File: config.mk
export PLATFORM = sky130hd
export DESIGN_NAME = config_chain_loader
export DESIGN_NICKNAME = d
export VERILOG_FILES = /design/src/rtl/config_chain_loader_pkg.sv /design/src/rtl/config_chain_loader.sv
export SDC_FILE = /design/constraint.sdc
export NUM_CORES = 1
export LEC_CHECK = 0
export CAP_MARGIN = 20
export CELL_PAD_IN_SITES_DETAIL_PLACEMENT = 1
export CELL_PAD_IN_SITES_GLOBAL_PLACEMENT = 1
export CORE_MARGIN = 2
export CORE_UTILIZATION = 42
export CTS_CLUSTER_DIAMETER = 150
export DETAILED_ROUTE_END_ITERATION = 16
export PLACE_DENSITY = 0.88
export RECOVER_POWER = 50
export SYNTH_ARGS = -nofsm -noshare
export SYNTH_HDL_FRONTEND = slang
export SYNTH_SLANG_ARGS = --single-unit
File: constraint.sdc
create_clock -name prog_clk -period 2.1 [get_ports prog_clk]
set_clock_uncertainty 0.1 [all_clocks]
set_input_delay 0.525 -clock prog_clk [delete_from_list [all_inputs] [get_ports prog_clk]]
set_output_delay 0.525 -clock prog_clk [all_outputs]
set_load 0.02 [all_outputs]
File: src/rtl/config_chain_loader_pkg.sv
// Shared fabric constants for configuration-chain programming: loader state
// encoding and default/maximum chain geometry.
package config_chain_loader_pkg;

    typedef enum logic [1:0] {
        IDLE  = 2'd0,
        LOAD  = 2'd1,
        SHIFT = 2'd2,
        DONE  = 2'd3
    } ccl_state_e;

    localparam int CCL_CHAIN_LEN_DEF = 64;
    localparam int CCL_CHAIN_LEN_MAX = 65535;
    localparam int CCL_DATA_W_DEF    = 8;

endpackage

File: src/rtl/config_chain_loader.sv
// Serialises DATA_W-bit configuration words MSB-first into a CHAIN_LEN-long
// flip-flop chain, one word per DATA_W+1 prog_clk cycles.
module config_chain_loader
    import config_chain_loader_pkg::*;
#(
    parameter int CHAIN_LEN = CCL_CHAIN_LEN_DEF,
    parameter int DATA_W    = CCL_DATA_W_DEF
) (
    input  logic              prog_clk,
    input  logic              pReset_n,
    input  logic              start,
    input  logic [DATA_W-1:0] in_data,
    input  logic              in_valid,
    output logic              in_ready,
    output logic              ccff_head,
    output logic              ccff_en,
    output logic              done
);

    localparam int CNT_W  = $clog2(CHAIN_LEN + 1);
    localparam int WCNT_W = $clog2(DATA_W + 1);
    localparam logic [CNT_W-1:0]  CNT_LAST  = CNT_W'(CHAIN_LEN);
    localparam logic [WCNT_W-1:0] WCNT_LAST = WCNT_W'(DATA_W);

    ccl_state_e          state_q, state_d;
    logic [CNT_W-1:0]    cnt_q, cnt_d;
    logic [WCNT_W-1:0]   wcnt_q, wcnt_d;
    logic [DATA_W-1:0]   sr_q, sr_d;
    logic                in_ready_q, ccff_en_q, ccff_head_q, done_q;

    always_comb begin
        state_d = state_q;
        cnt_d   = cnt_q;
        wcnt_d  = wcnt_q;
        sr_d    = sr_q;
        case (state_q)
            IDLE, DONE: begin
                if (start) begin
                    state_d = LOAD;
                    cnt_d   = '0;
                end
            end
            LOAD: begin
                if (in_valid) begin
                    state_d = SHIFT;
                    sr_d    = in_data;
                    wcnt_d  = '0;
                end
            end
            SHIFT: begin
                sr_d   = sr_q << 1;
                cnt_d  = cnt_q + 1'b1;
                wcnt_d = wcnt_q + 1'b1;
                // Chain end wins over the word boundary; a partial last word
                // simply never has its low bits shifted out.
                if (cnt_d == CNT_LAST) begin
                    state_d = DONE;
                end else if (wcnt_d == WCNT_LAST) begin
                    state_d = LOAD;
                end
            end
            default: state_d = IDLE;
        endcase
    end

    // Outputs are registered from next-state so they line up with state_q.
    always_ff @(posedge prog_clk or negedge pReset_n) begin
        if (!pReset_n) begin
            state_q     <= IDLE;
            cnt_q       <= '0;
            wcnt_q      <= '0;
            sr_q        <= '0;
            in_ready_q  <= 1'b0;
            ccff_en_q   <= 1'b0;
            ccff_head_q <= 1'b0;
            done_q      <= 1'b0;
        end else begin
            state_q     <= state_d;
            cnt_q       <= cnt_d;
            wcnt_q      <= wcnt_d;
            sr_q        <= sr_d;
            in_ready_q  <= (state_d == LOAD);
            ccff_en_q   <= (state_d == SHIFT);
            ccff_head_q <= (state_d == SHIFT) && sr_d[DATA_W-1];
            done_q      <= (state_d == DONE);
        end
    end

    assign in_ready  = in_ready_q;
    assign ccff_en   = ccff_en_q;
    assign ccff_head = ccff_head_q;
    assign done      = done_q;

endmodule
==> reports/qor.yml <==
status:
  outcome: "completed"
synthesis:
  post-synth-top-count-cell: "nand2_1"
  avgSynthCellArea_um2: 9.09
  synthArstFlopShare: 1.00
  synth_top_cell_by_area: "dfrtp_1"
  synth-seq-cells: 25
  ys_types: 42
  synth_common_cells: "nand2_1 (26), dfrtp_1 (25), o21ai_0 (18)"
  synth_top_area_frac: 0.450
  ys_seq_area_frac: 0.450
  synth_edf_count: 0
  synth_ff_type: "dfrtp_1"
  synth.net_count: 170
  synth_cells: 153
  synth.area.top_cells: "dfrtp_1 (45%), nand2_1 (7.0%), o21ai_0 (6.5%)"
  netlist_area_um2: 1390
  yosysWarningCount: 0
cts:
  cts_buffer_depth: 2
  path_clk_slew_ps: 160
  h-tree-depth: 1
  clockRootBuffer: "clkbuf_4"
  cts-hold-fix-buffers: 0
  cts_tree: "done"
  clock-sinks: 25
  numCtsBuffers: 3
  clkLatencyLatePin_ps: 340
setup_path:
  arrival_ps: 2090
  timing.critical_path.to_type: "flip-flop"
  r2r_cells: 7
  worst_r2r_startpoint: "state_q[1]"
  critPathMaxFanout: 10
  timing.rr.end: "wcnt_q[2]"
  r2r_slack_ps: 140
  cp.required_ps: 2230
  startpoint_type: "flip-flop"
  startpoint: "state_q[1]"
  crit_end: "wcnt_q[2]"
  crit_type: "flip-flop to flip-flop"
sta:
  worst_slack_ps: 138
  post-route-period-util: 0.934
  tns_ps: 0
  slew_violations: 0
  hold_slack_ps: 403
  report.final.hold_viol_count: 0
  min_period_ps: 1960
  final-setup-viol-count: 0
  maxSlewHeadroom: 0.580
  max_freq_ghz: 0.510
  worstMarginPinSlew_ps: 630
pwr:
  peakVddDrop_uv: 536
  power_density_nw_per_um2: 1190
  p_leak_nw: 0.724
finish:
  multi_input_area_um2: 728
  layout.filler_cells: 394
  final_net_count: 192
  seq_area_um2: 626
  final_area_um2: 1670
  utilization: 0.539
  num_antenna_cells: 0
  area_growth_syn_to_layout_pct: 20.2
  drive_above_1_share: 0.132
floorplanning:
  fp.coreArea_um2: 3100
  dieWidth_um: 61.6
  start_util: 0.448
  dieHeight_um: 61.6
  die-area_um2: 3790
  rows: 20
  ios: 16
global_route:
  grt_start_max_net_pins: 26
  grt_pass1_vias: 1232
  grt_overflow: 0
  grtUsageTotal: 0.206
  antenna_found_initial: 0
  grt_pass1_wl_um: 5680
place:
  placed_area_um2: 1630
  pre_cts_ws_ps: 72.8
  portBuffers: 15
  routabilityCongestion: 0.769
  place_hpwl_um: 2600
job:
  max_cap_violations: 0
drt:
  viasPerCell: 5.67
  postRouteAntennaNets: 0
  vias: 1236
  wl_per_cell_um: 16.0
  drt_wl_total_um: 3490
  dr.first_iter.drc_count: 64
  firstDrtPassIters: 6
  drc: 0
min_path:
  hold_path_class: "flip-flop to flip-flop"
critical path: stages (launching register included):
cell      delay, ps
dfrtp_1         480
inv_1            90
ha_1            380
nand2b_1        120
o21ai_1         180
nor2_1           60
mux2_2          260
a22o_1          170
area by class of cell:
class                           count  area share
Clock buffer                        3      0.0135
Clock inverter                      1     0.00449
Inverter                            5      0.0112
Multi-Input combinational cell    116       0.435
Sequential cell                    25       0.374
Tap cell                           44      0.0329
Timing Repair Buffer               24       0.129
where the power goes:
group / internal (mW) / switching, mW
clock: 0.0730 / 0.157
sequential: 0.593 / 0.0853
combinational: 0.449 / 0.633
total: 1.12 / 0.876
flip-flops by register name, indices dropped and copies added (netlist names):
| signal | count |
|---|---|
| in_ready | 1 |
| ccff_head | 1 |
| cnt_q | 7 |
| state_q | 2 |
| ccff_en | 1 |
| done | 1 |
| sr_q | 8 |
| wcnt_q | 4 |
through the flow:
stage	instances	total power, mW
after floorplan	153	1.35
after global placement	214	1.66
after detailed placement	214	1.73
after CTS	218	1.97
after global routing	218	2.16
final	218	1.99
how the worst min path moves through the flow:
stage,start,to,slack (ps),depth (start not counted)
4_1_cts,sr_q[2],sr_q[2],410,2
3_5_place_dp,sr_q[2],sr_q[2],380,2
3_3_place_gp,sr_q[4],sr_q[4],370,2
5_1_grt,sr_q[2],sr_q[2],430,2
6_report,sr_q[2],sr_q[2],400,2
2_1_floorplan,pReset_n,ccff_en,130,0
cell families (layout without fill, tap and decap cells):
kind of cell	after synthesis	count (layout)	share of synthesized area
AND/OR/NAND/NOR	62	62	0.212
AO/OA/AOI/OAI	46	46	0.236
flip-flops	25	25	0.450
buffers and inverters	12	33	0.0360
adder cells (fa/ha/maj)	5	5	0.0450
multiplexers	2	2	0.0153
XOR/XNOR	1	1	0.00630
repair_timing:
action / CTS / global route
setup endpoints to repair: 0 / 6
setup buffers: 0 / 0
resized for setup: 0 / 2
routing by layer:
layer  vias to the layer above  global-route usage  part of all wire
li1                        597                   -                 -
met1                       615               0.249              0.44
met2                        19               0.374              0.52
met3                         5              0.0189             0.026
met4                         0              0.0821             0.015
met5                         -                   0                 0
cells in the final DEF, fill, tap and decap left out, drive strengths merged, types with 3 or more instances in the layout:
master and instances:
nor3 4, nand2 26, clkdlybuf4s50 14, ha 5, clkbuf 4, o21ai 20
nand3 6, nand2b 3, a22oi 6, a21oi 3, dfrtp 25, inv 5
nor2 11, o31a 3, buf 8, nand4 4
Power figures use the tool's default switching activity.
